### config.mk
export PLATFORM = sky130hd
export DESIGN_NAME = key_event_module
export DESIGN_NICKNAME = d
export VERILOG_FILES = /design/src/rtl/key_event_module.sv
export SDC_FILE = /design/constraint.sdc
export NUM_CORES = 1
export LEC_CHECK = 0
export ABC_AREA = 1
export CORE_ASPECT_RATIO = 0.8
export CORE_MARGIN = 10
export CORE_UTILIZATION = 35
export CTS_CLUSTER_SIZE = 30
export DETAILED_ROUTE_END_ITERATION = 8
export PLACE_DENSITY_LB_ADDON = 0.3
export SLEW_MARGIN = 20
export SYNTH_ARGS = -nofsm -noshare
export SYNTH_HDL_FRONTEND = slang
export SYNTH_SLANG_ARGS = --single-unit
### constraint.sdc
create_clock -name clk -period 2.1 [get_ports clk]
set_input_delay 0.315 -clock clk [delete_from_list [all_inputs] [get_ports clk]]
set_output_delay 0.315 -clock clk [all_outputs]
set_load 0.05 [all_outputs]
### src/rtl/key_event_module.sv
// Multi-key push-button front end: 2-FF synchroniser, tick-sampled debounce and
// per-key press / release / long-press / auto-repeat event generation.
module key_event_module #(
  parameter int KEY_NUM          = 4,
  parameter int ACTIVE_LOW       = 1,
  parameter int SAMPLE_CYCLES    = 100000,
  parameter int DEBOUNCE_SAMPLES = 10,
  parameter int LONG_SAMPLES     = 500,
  parameter int REPEAT_SAMPLES   = 100
) (
  input  logic               clk,
  input  logic               rst_n,
  input  logic [KEY_NUM-1:0] key_in,
  output logic [KEY_NUM-1:0] key_level,
  output logic [KEY_NUM-1:0] key_press,
  output logic [KEY_NUM-1:0] key_release,
  output logic [KEY_NUM-1:0] key_long,
  output logic [KEY_NUM-1:0] key_repeat
);

  localparam int TW = (SAMPLE_CYCLES > 1) ? $clog2(SAMPLE_CYCLES) : 1;
  localparam int DW = $clog2(DEBOUNCE_SAMPLES + 1);
  localparam int HW = (LONG_SAMPLES > 0) ? $clog2(LONG_SAMPLES + 1) : 1;
  localparam int RW = (REPEAT_SAMPLES > 0) ? $clog2(REPEAT_SAMPLES + 1) : 1;

  localparam bit LONG_EN   = (LONG_SAMPLES > 0);
  localparam bit REPEAT_EN = (REPEAT_SAMPLES > 0);

  localparam logic [TW-1:0] TICK_LAST = TW'(SAMPLE_CYCLES - 1);
  localparam logic [DW-1:0] DB_LIMIT  = DW'(DEBOUNCE_SAMPLES);
  localparam logic [HW-1:0] LONG_LIM  = HW'(LONG_SAMPLES);
  localparam logic [RW-1:0] REP_LIM   = RW'(REPEAT_SAMPLES);

  localparam logic [KEY_NUM-1:0] RELEASED_PIN =
    (ACTIVE_LOW != 0) ? {KEY_NUM{1'b1}} : {KEY_NUM{1'b0}};

  typedef enum logic [1:0] {
    S_IDLE = 2'd0,
    S_HELD = 2'd1,
    S_LONG = 2'd2
  } state_t;

  logic [KEY_NUM-1:0] sync_p0;
  logic [KEY_NUM-1:0] sync_p1;
  logic [KEY_NUM-1:0] act;
  logic [TW-1:0]      tick_cnt;
  logic               tick;

  logic [KEY_NUM-1:0] level_nx_v;
  logic [KEY_NUM-1:0] press_nx_v;
  logic [KEY_NUM-1:0] release_nx_v;
  logic [KEY_NUM-1:0] long_nx_v;
  logic [KEY_NUM-1:0] repeat_nx_v;

  // Stage p0/p1: synchroniser, reset to the released pin level so no phantom press
  always_ff @(posedge clk or negedge rst_n) begin
    if (!rst_n) begin
      sync_p0 <= RELEASED_PIN;
      sync_p1 <= RELEASED_PIN;
    end else begin
      sync_p0 <= key_in;
      sync_p1 <= sync_p0;
    end
  end

  assign act = (ACTIVE_LOW != 0) ? ~sync_p1 : sync_p1;

  always_ff @(posedge clk or negedge rst_n) begin
    if (!rst_n) begin
      tick_cnt <= '0;
    end else if (tick) begin
      tick_cnt <= '0;
    end else begin
      tick_cnt <= tick_cnt + TW'(1);
    end
  end

  assign tick = (tick_cnt == TICK_LAST);

  for (genvar k = 0; k < KEY_NUM; k++) begin : g_key
    state_t        state;
    state_t        state_nx;
    logic [DW-1:0] dcnt;
    logic [DW-1:0] dcnt_nx;
    logic [HW-1:0] hcnt;
    logic [HW-1:0] hcnt_nx;
    logic [RW-1:0] rcnt;
    logic [RW-1:0] rcnt_nx;
    logic          level_nx;
    logic          press_nx;
    logic          release_nx;
    logic          long_nx;
    logic          repeat_nx;

    always_comb begin
      state_nx   = state;
      dcnt_nx    = dcnt;
      hcnt_nx    = hcnt;
      rcnt_nx    = rcnt;
      level_nx   = key_level[k];
      press_nx   = 1'b0;
      release_nx = 1'b0;
      long_nx    = 1'b0;
      repeat_nx  = 1'b0;

      if (tick) begin
        if (act[k] == key_level[k]) begin
          dcnt_nx = '0;
        end else if ((dcnt + DW'(1)) == DB_LIMIT) begin
          dcnt_nx  = '0;
          level_nx = ~key_level[k];
        end else begin
          dcnt_nx = dcnt + DW'(1);
        end

        // A debounced fall always takes priority over a long/repeat on the same tick
        case (state)
          S_IDLE: begin
            if (level_nx && !key_level[k]) begin
              state_nx = S_HELD;
              press_nx = 1'b1;
              hcnt_nx  = '0;
            end
          end
          S_HELD: begin
            if (!level_nx) begin
              state_nx   = S_IDLE;
              release_nx = 1'b1;
            end else if (LONG_EN) begin
              hcnt_nx = hcnt + HW'(1);
              if ((hcnt + HW'(1)) == LONG_LIM) begin
                state_nx = S_LONG;
                long_nx  = 1'b1;
                rcnt_nx  = '0;
              end
            end
          end
          S_LONG: begin
            if (!level_nx) begin
              state_nx   = S_IDLE;
              release_nx = 1'b1;
            end else if (REPEAT_EN) begin
              if ((rcnt + RW'(1)) == REP_LIM) begin
                repeat_nx = 1'b1;
                rcnt_nx   = '0;
              end else begin
                rcnt_nx = rcnt + RW'(1);
              end
            end
          end
          default: begin
            state_nx = S_IDLE;
          end
        endcase
      end
    end

    always_ff @(posedge clk or negedge rst_n) begin
      if (!rst_n) begin
        state <= S_IDLE;
        dcnt  <= '0;
        hcnt  <= '0;
        rcnt  <= '0;
      end else begin
        state <= state_nx;
        dcnt  <= dcnt_nx;
        hcnt  <= hcnt_nx;
        rcnt  <= rcnt_nx;
      end
    end

    assign level_nx_v[k]   = level_nx;
    assign press_nx_v[k]   = press_nx;
    assign release_nx_v[k] = release_nx;
    assign long_nx_v[k]    = long_nx;
    assign repeat_nx_v[k]  = repeat_nx;
  end

  // Stage p2: registered outputs, events last exactly one clk after the tick edge
  always_ff @(posedge clk or negedge rst_n) begin
    if (!rst_n) begin
      key_level   <= '0;
      key_press   <= '0;
      key_release <= '0;
      key_long    <= '0;
      key_repeat  <= '0;
    end else begin
      key_level   <= level_nx_v;
      key_press   <= press_nx_v;
      key_release <= release_nx_v;
      key_long    <= long_nx_v;
      key_repeat  <= repeat_nx_v;
    end
  end

endmodule

# --- Word-level counts from Yosys, hierarchy flattened ---
# Index checks and enable logic that the tools add are counted.
op_classes:
  n_addsub: 13
  eq_ne: 49
  muxes: 129
  bitwise_logic: 5
  n_reduce_logical: 36
ops:
  columns: ["op", "count"]
  rows:
  - ["7-bit two-way mux", 16]
  - ["9-bit two-way mux", 8]
  - ["9-bit one-hot mux with 2 select lines", 4]
  - ["1-bit two-way mux", 68]
  - ["7-bit one-hot mux with 2 select lines", 4]
  - ["2-bit inequality test (second input constant)", 20]
  - ["9-bit by 1-bit adder with 9-bit output (second input constant)", 4]
  - ["9-bit equality test (second input constant)", 4]
  - ["2-bit two-way mux", 16]
  - ["4-bit two-way mux", 8]
  - ["4-bit AND reduction", 8]
  - ["7-bit by 1-bit adder with 7-bit output (second input constant)", 4]
  - ["7-bit equality test (second input constant)", 4]
  - ["2-bit one-hot mux with 3 select lines", 4]
  - ["5-bit AND reduction", 4]
  - ["17-bit by 1-bit adder with 17-bit output (second input constant)", 1]
  - ["17-bit equality test (second input constant)", 1]
  - ["17-bit two-way mux", 1]
  - ["4-bit by 1-bit adder with 4-bit output (second input constant)", 4]
  - ["4-bit equality test (second input constant)", 4]
  - ["2-bit nonzero test", 8]
  - ["3-bit inequality test (second input constant)", 4]
  - ["2-bit by 1-bit equality test with 1-bit output (second input constant)", 4]
  - ["2-bit equality test (second input constant)", 4]
  - ["other kinds (7)", 25]
word_totals:
  regBits: 133
  inputBits: 6
  output_inout_bits: 20

# --- Depth between registers and ports, before layout ---
# Gate-level depths: netlist (run 1).
logic_depth:
  ltp_word: 9
  ltp_mapped: 14
  depth_no_buf: 14

# --- Worst setup path after synthesis (run 1) ---
# No wires, ideal clock.
synth_path:
  kind: "flip-flop to flip-flop"
  from: "reg g_key[1].dcnt[0]"
  to: "reg g_key[1].hcnt[8]"
  setup_time_ns: 0.117
  arrival_ns: 1.669
  slack_ns: 0.313
  path_stages_with_launch: 13
  n_path_buf: 1
  period_less_slack_ns: 1.787
  cell_sequence: "dfrtp_1 ha_1 nand2_1 nand2_1 nor2_2 nand2_1 nand2_1 nand3_2 o21ai_1 nand2_2 buf_6 nand2_1 o21ai_2"
synth_between:
  elab_chain_len: 8
  word_cells_on_any_way: 9
synth_rtl:
  columns: ["element", "line", "text"]
  rows:
  - ["start, declared", "83", "logic [DW-1:0] dcnt;"]
  - ["start signal, assigned", "166", "dcnt <= dcnt_nx;"]
  - ["4-bit by 1-bit adder with 4-bit output (*)", "109", "end else if ((dcnt + DW'(1)) == DB_LIMIT) begin"]
  - ["4-bit equality test (*)", "109", null]
  - ["1-bit two-way mux (*)", "109", null]
  - ["1-bit two-way mux (*)", "107", "if (act[k] == key_level[k]) begin"]
  - ["1-bit two-way mux (*)", "106", "if (tick) begin"]
  - ["1-bit logical AND", "119", "if (level_nx && !key_level[k]) begin"]
  - ["2-bit inequality test (no line)", null, null]
  - ["4-bit AND reduction (no line) (*)", null, null]
  - ["end signal, assigned", "167", "hcnt <= hcnt_nx;"]
  - ["end, declared", "85", "logic [HW-1:0] hcnt;"]
# Mark *: on every way between the ends. The rest lies on a longest branch, timed or not. The select of a mux whose other input is x is not followed.
# A chain may end at the register's enable or synchronous reset.

# --- Worst setup path after layout (run 1) ---
layout_path:
  from: "reg key_level[1]"
  to: "out key_level[1]"
layout_lines:
  columns: ["element", "line", "text"]
  rows:
  - ["start, declared", "14", "output logic [KEY_NUM-1:0] key_level,"]
  - ["start signal, assigned", "188", "key_level <= level_nx_v;"]
# No word-level cell between the ends.

==> results of run 1 <==
stage by stage:
step                      setup TNS (ns)  instances
after detailed placement               0       1365
after global routing             -0.0384       1403
after CTS                              0       1398
final                                  0       1403
after floorplan                        0       1030
after global placement                 0       1365
metal layers:
metal / global-route usage (%) / up-vias / share of wire, %
met2: 16.9 / 88 / 42
met5: 0 / - / 0
met4: 3.68 / 0 / 1.0
met3: 2.64 / 14 / 3.7
met1: 16.7 / 3050 / 53
li1: - / 3465 / -
power by group:
| group | internal, uW | switching, uW | total [uW] |
|---|---|---|---|
| registers | 2580 | 4.29 | 2580 |
| logic | 19.5 | 58.1 | 77.6 |
| clock network | 2080 | 1140 | 3210 |
| total | 4680 | 1200 | 5870 |
flip-flops by register name (all words and copies together), names as in the netlist:
name / flops
g_key.dcnt: 16
sync_p0: 4
sync_p1: 4
key_level: 4
g_key.hcnt: 36
g_key.rcnt: 28
tick_cnt: 17
key_repeat: 4
g_key.state: 8
key_press: 4
key_long: 4
key_release: 4
kinds of logic (layout without fill, tap and decap cells):
family | Yosys count | after routing | synth area share, %
AO/OA/AOI/OAI | 101 | 101 | 8.19
multiplexers | 2 | 2 | 0.255
XOR/XNOR | 17 | 17 | 1.90
flip-flops | 133 | 133 | 42.6
AND/OR/NAND/NOR | 596 | 596 | 34.1
buffers and inverters | 148 | 221 | 7.65
adder cells (fa/ha/maj) | 33 | 33 | 5.27
cell usage in the layout (no fill, tap or decap), types with 12 or more instances in the layout:
cell type,synthesis,routed
nand2_1,304,303
nand3_1,91,91
o21ai_1,21,20
nor3_1,16,16
inv_1,128,128
dfrtp_1,125,121
nand4_1,39,39
clkbuf_16,0,17
ha_1,33,33
clkdlybuf4s50_1,0,24
a21oi_1,14,14
buf_4,2,27
o21ai_2,25,25
nor2_1,97,90
nand2_2,15,12
o21ai_0,23,23
how the worst max path moves through the flow:
| stage | endpoint | slack, ns | cells past startpoint |
|---|---|---|---|
| 5_1_grt | g_key[3].rcnt[6] | -0.01 | 13 |
| 2_1_floorplan | g_key[1].hcnt[8] | 0.31 | 12 |
| 4_1_cts | g_key[1].hcnt[0] | 0.02 | 12 |
| 3_3_place_gp | g_key[3].hcnt[8] | 0.09 | 12 |
| 3_5_place_dp | g_key[1].hcnt[8] | 0.03 | 12 |
| 6_report | key_level[1] | 0.07 | 1 |
repair_timing:
action,in CTS,in global routing
setup buffers,0,5
setup endpoints to repair,0,73
resized for setup,0,19
hold endpoints to repair,31,0
hold buffers,1,0
area by class of cell:
cell class              instances  area [um2]
inverters                     135         509
well taps                     300         375
clock buffers                  20         467
multi-input cells             749        3960
flip-flops and latches        133        3340
clock inverters                12         175
repair buffers                 54         484
fillers                      2174       12500
==> results_dict.tcl, run 1 <==
set metrics [dict create \
    drc_errors 0 \
    grt_use_total_pct 11.7 \
    worstMarginPinSlew_ns 0.522 \
    routedWlPerCell_um 11.8 \
    synth_warnings 0 \
    critPathTopFamily "buffers and inverters" \
    r2r_setup_slack_ns 0.15 \
    postLayoutCellArea_um2 9310 \
    ys_async_sr_fraction_pct 100 \
    synth_area_um2 7840 \
    hold_depth 1 \
    startpoint_type "register" \
    timing.fmax_mhz 492 \
    status "completed" \
    drive_gt1_share_pct 13.7 \
    slew_viol_final 0 \
    setup.worst_path.start "key_level[1]" \
    peakVddDrop_v 0.000586 \
    clk_path_buf_depth 2 \
    pre_cts_ws_ns 0.0318 \
    hold_end "sync_p0[2]" \
    holdCritPathClass "input port to register" \
    die_area_um2 28800 \
    critPathMaxFanout 4 \
    fin_crit_sh_pct 96.9 \
    yosys-top-cells-count "nand2_1, inv_1, dfrtp_1" \
    coreArea_um2 21800 \
    hold_start "key_in[2]" \
    fin_hold_ws_ns 0.293 \
    wl_mm 16.5 \
    synthCells 1030 \
    grt_max_degree 46 \
    postPlaceCellArea_um2 8560 \
    synth-seq-cells 133 \
    critPathMaxStageDelay_ns 0.85 \
    grt_antenna_before_repair 0 \
    setup_slack_ns 0.0655 \
    end_kind "output port" \
    first_pass_iters 4 \
    port_buffers 25 \
    synth_edf_count 0 \
    grt_pass1_vias 5971 \
    yosysTopAreaCellShare_pct 39.9 \
    syn_avg_cell_area_um2 7.61 \
    r2r_start "tick_cnt[0]" \
    vias 6617 \
    syn_to_final_growth_pct 18.8 \
    die_y_um 154 \
    crit_buf_inv 1 \
    required_ns 1.78 \
    drtIter0Drc 483 \
    synthTopCellsByArea "dfrtp_1, nand2_1, inv_1" \
    final-setup-viol-count 0 \
    antennaDiodeCount 0 \
    cp_cell_sequence "clkdlybuf4s50_1" \
    cts_inserted_buffers 17 \
    path_clk_slew_ns 0.06 \
    hold_viol 0 \
    ios 26 \
    yosysMostFrequentCell "nand2_1" \
    power.leakage_uw 0.00424 \
    num_rows 48 \
    slowest_stage "clkdlybuf4s50_1" \
    clkSinkCount 133 \
    synth_ff_type "dfrtp_1" \
    start_util_pct 35.9 \
    total_power_uw 5870 \
    dp_hpwl_mm 12.0 \
    r2r_cells 12 \
    globalplace.congestion 0.845 \
    clock_latency_ns 0.42 \
    fin_nets 1129 \
    cts_tree "built" \
    path_class "register to output port" \
    cts_root_buffer "clkbuf_16" \
    viasPerCell 4.72 \
    ys_types 42 \
    fin_crit_ns 2.03 \
    synth_top_area_cell "dfrtp_1" \
    grt_pass1_wl_mm 28.4 \
    rr_endpoint "g_key[1].rcnt[3]" \
    maxCapViolCount 0 \
    die_w_um 187 \
    drtAntennaViolNets 0 \
    ys_seq_area_share_pct 42.6 \
    max-slew-margin-rel_pct 65.1 \
    gr-total-overflow 0 \
    power.density_nw_per_um2 631 \
    crit_arrival_ns 1.72 \
    post-route-util_pct 42.7 \
    cts-htree-levels 4 \
    finalClockSkew_ns 0.0112 \
    syn-num-nets 1069 \
]
Note: power is estimated with default switching activity, not from simulation.
==> inputs of run 2 (changes only) <==
Settings changed: PLACE_DENSITY_LB_ADDON 0.3 to not set.
==> run 2 against run 1 <==
Power down 6.3%. Die area unchanged. Setup slack improved by 0.0047 ns. Global-route usage rose by 0.32 points. Utilization about the same. Clock skew about the same. Wire length grew 2.9%. Clock power decreased by 12%. Critical path type unchanged. Critical endpoint unchanged.
==> results_dict.tcl, run 2 (same netlist as run 1, synthesis figures left out) <==
set metrics [dict create \
    switching_share_pct 22.3 \
    grt_antenna_before_repair 0 \
    path_class "register to output port" \
    clock_power_share_pct 51.7 \
    layout_common_cells "nand2_1, inv_1, dfrtp_1" \
    gr-total-overflow 0 \
    critPathTopFamily "buffers and inverters" \
    multi_input_area_um2 4010 \
    fillCellCount 2169 \
    holdCritPathClass "input port to register" \
    ios 26 \
    grt_pass1_vias 6249 \
    first_pass_iters 5 \
    fin_nets 1133 \
    clk_path_buf_depth 2 \
    die_area_um2 28800 \
    regArea_um2 3340 \
    required_ns 1.78 \
    top_regs "g_key.hcnt: 36 flops, g_key.rcnt: 28 flops, tick_cnt: 17 flops" \
    status "completed" \
    grt_use_total_pct 12.0 \
    num_rows 48 \
    coreArea_um2 21800 \
    layout_commonest_cell "nand2_1" \
    fin_crit_sh_pct 96.7 \
    port_buffers 25 \
    path_clk_slew_ns 0.06 \
    startpoint_type "register" \
    crit_arrival_ns 1.71 \
    globalplace.congestion 0.829 \
    routedWlPerCell_um 12.1 \
    grt_pass1_wl_mm 29.3 \
    grt_setup_unrepaired "true" \
    pre_cts_ws_ns -0.0139 \
    drtAntennaViolNets 0 \
    hold_viol 0 \
    finalSetupTns_ns 0 \
    crit_buf_inv 1 \
    maxCapViolCount 0 \
    grt_max_degree 54 \
    slowest_stage "clkdlybuf4s50_1" \
    drive_gt1_share_pct 14.2 \
    end_kind "output port" \
    wl_mm 17.0 \
    clkSinkCount 133 \
    cts_inserted_buffers 17 \
    cts-htree-levels 4 \
    finalClockSkew_ns 0.0110 \
    dp_hpwl_mm 11.9 \
    vias 6626 \
    drc_errors 0 \
    critPathMaxFanout 4 \
    largest_reg_flops 36 \
    r2r_setup_slack_ns 0.14 \
    slew_viol_final 0 \
    die_w_um 187 \
    die_y_um 154 \
    drtIter0Drc 494 \
    post-route-util_pct 42.7 \
    syn_to_final_growth_pct 18.9 \
    cts_root_buffer "clkbuf_16" \
    critPathMaxStageDelay_ns 0.84 \
    antennaDiodeCount 0 \
    cp_cell_sequence "clkdlybuf4s50_1" \
    start_util_pct 35.9 \
    p_comb_share_pct 1.4 \
    final-setup-viol-count 0 \
    power.density_nw_per_um2 591 \
    cts_tree "built" \
    power.leakage_uw 0.00421 \
    max-slew-margin-rel_pct 65.9 \
    worstMarginPinSlew_ns 0.510 \
    fin_crit_ns 2.03 \
    largest_register "g_key.hcnt" \
    clock_latency_ns 0.43 \
    timing.fmax_mhz 493 \
    setup_slack_ns 0.0702 \
    internal_power_uw 4280 \
    seq_power_share_pct 46.9 \
    viasPerCell 4.71 \
    power_switching_uw 1230 \
    peakVddDrop_v 0.000451 \
]
run 2: stage by stage:
step                total power [uW]  cell area [um2]  cells  hold slack [ns]
floorplan                       2630             7840   1030           0.0194
global placement                2710             8590   1367            0.276
detailed placement              2710             8590   1367            0.278
CTS                             5570             9160   1400            0.275
global route                    5690             9310   1407            0.280
finish                          5500             9310   1407            0.290
run 2: cell type report:
cell class / instances / share of cell area (%)
clock buffer: 19 / 4.86
sequential: 133 / 35.9
multi-input combinational: 751 / 43.1
clock inverter: 13 / 1.16
inverter: 135 / 5.51
timing repair buffer: 56 / 5.49
tap: 300 / 4.03
run 2: path summary, 6_finish.rpt:
check	start	endpoint	cells past startpoint
max	key_level[1]	key_level[1]	1
min	key_in[0]	sync_p0[0]	1
max reg2reg	tick_cnt[0]	g_key[1].dcnt[2]	11
min reg2reg	sync_p0[3]	sync_p1[3]	0
max in group asynchronous	rst_n	sync_p0[3]	3
min in group asynchronous	rst_n	g_key[1].hcnt[4]	2
run 2: layer usage:
metal / vias to the layer above / track usage, % / part of all wire, %
met5: - / 0 / 0
met4: 0 / 4.48 / 1.4
met3: 22 / 2.80 / 3.1
li1: 3462 / - / -
met2: 88 / 17.3 / 42
met1: 3054 / 16.9 / 54
run 2: repair_timing:
action	in CTS	in global routing
pin swaps	0	5
endpoints found under the hold margin	41	0
hold buffers	1	0
setup buffers	0	5
gates resized for setup	1	26
endpoints found under the setup margin	9	75
cloned	0	2
run 2: power by group through the flow:
stage                     Sequential [uW]  Clock [uW]  Combinational (uW)
after detailed placement             2630           0                82.2
after CTS                            2580        2910                83.7
after global routing                 2580        3010                92.5
final                                2580        2840                77.9
after global placement               2630           0                81.8
after floorplan                      2630           0                7.15
==> inputs of run 3 (changes only) <==
Settings changed: ABC_CLOCK_PERIOD_IN_PS set to 2100, GPL_TIMING_DRIVEN set to 1.
==> results of run 3 <==
Same layout as run 2: the final DEF is identical, and so are final timing and power.
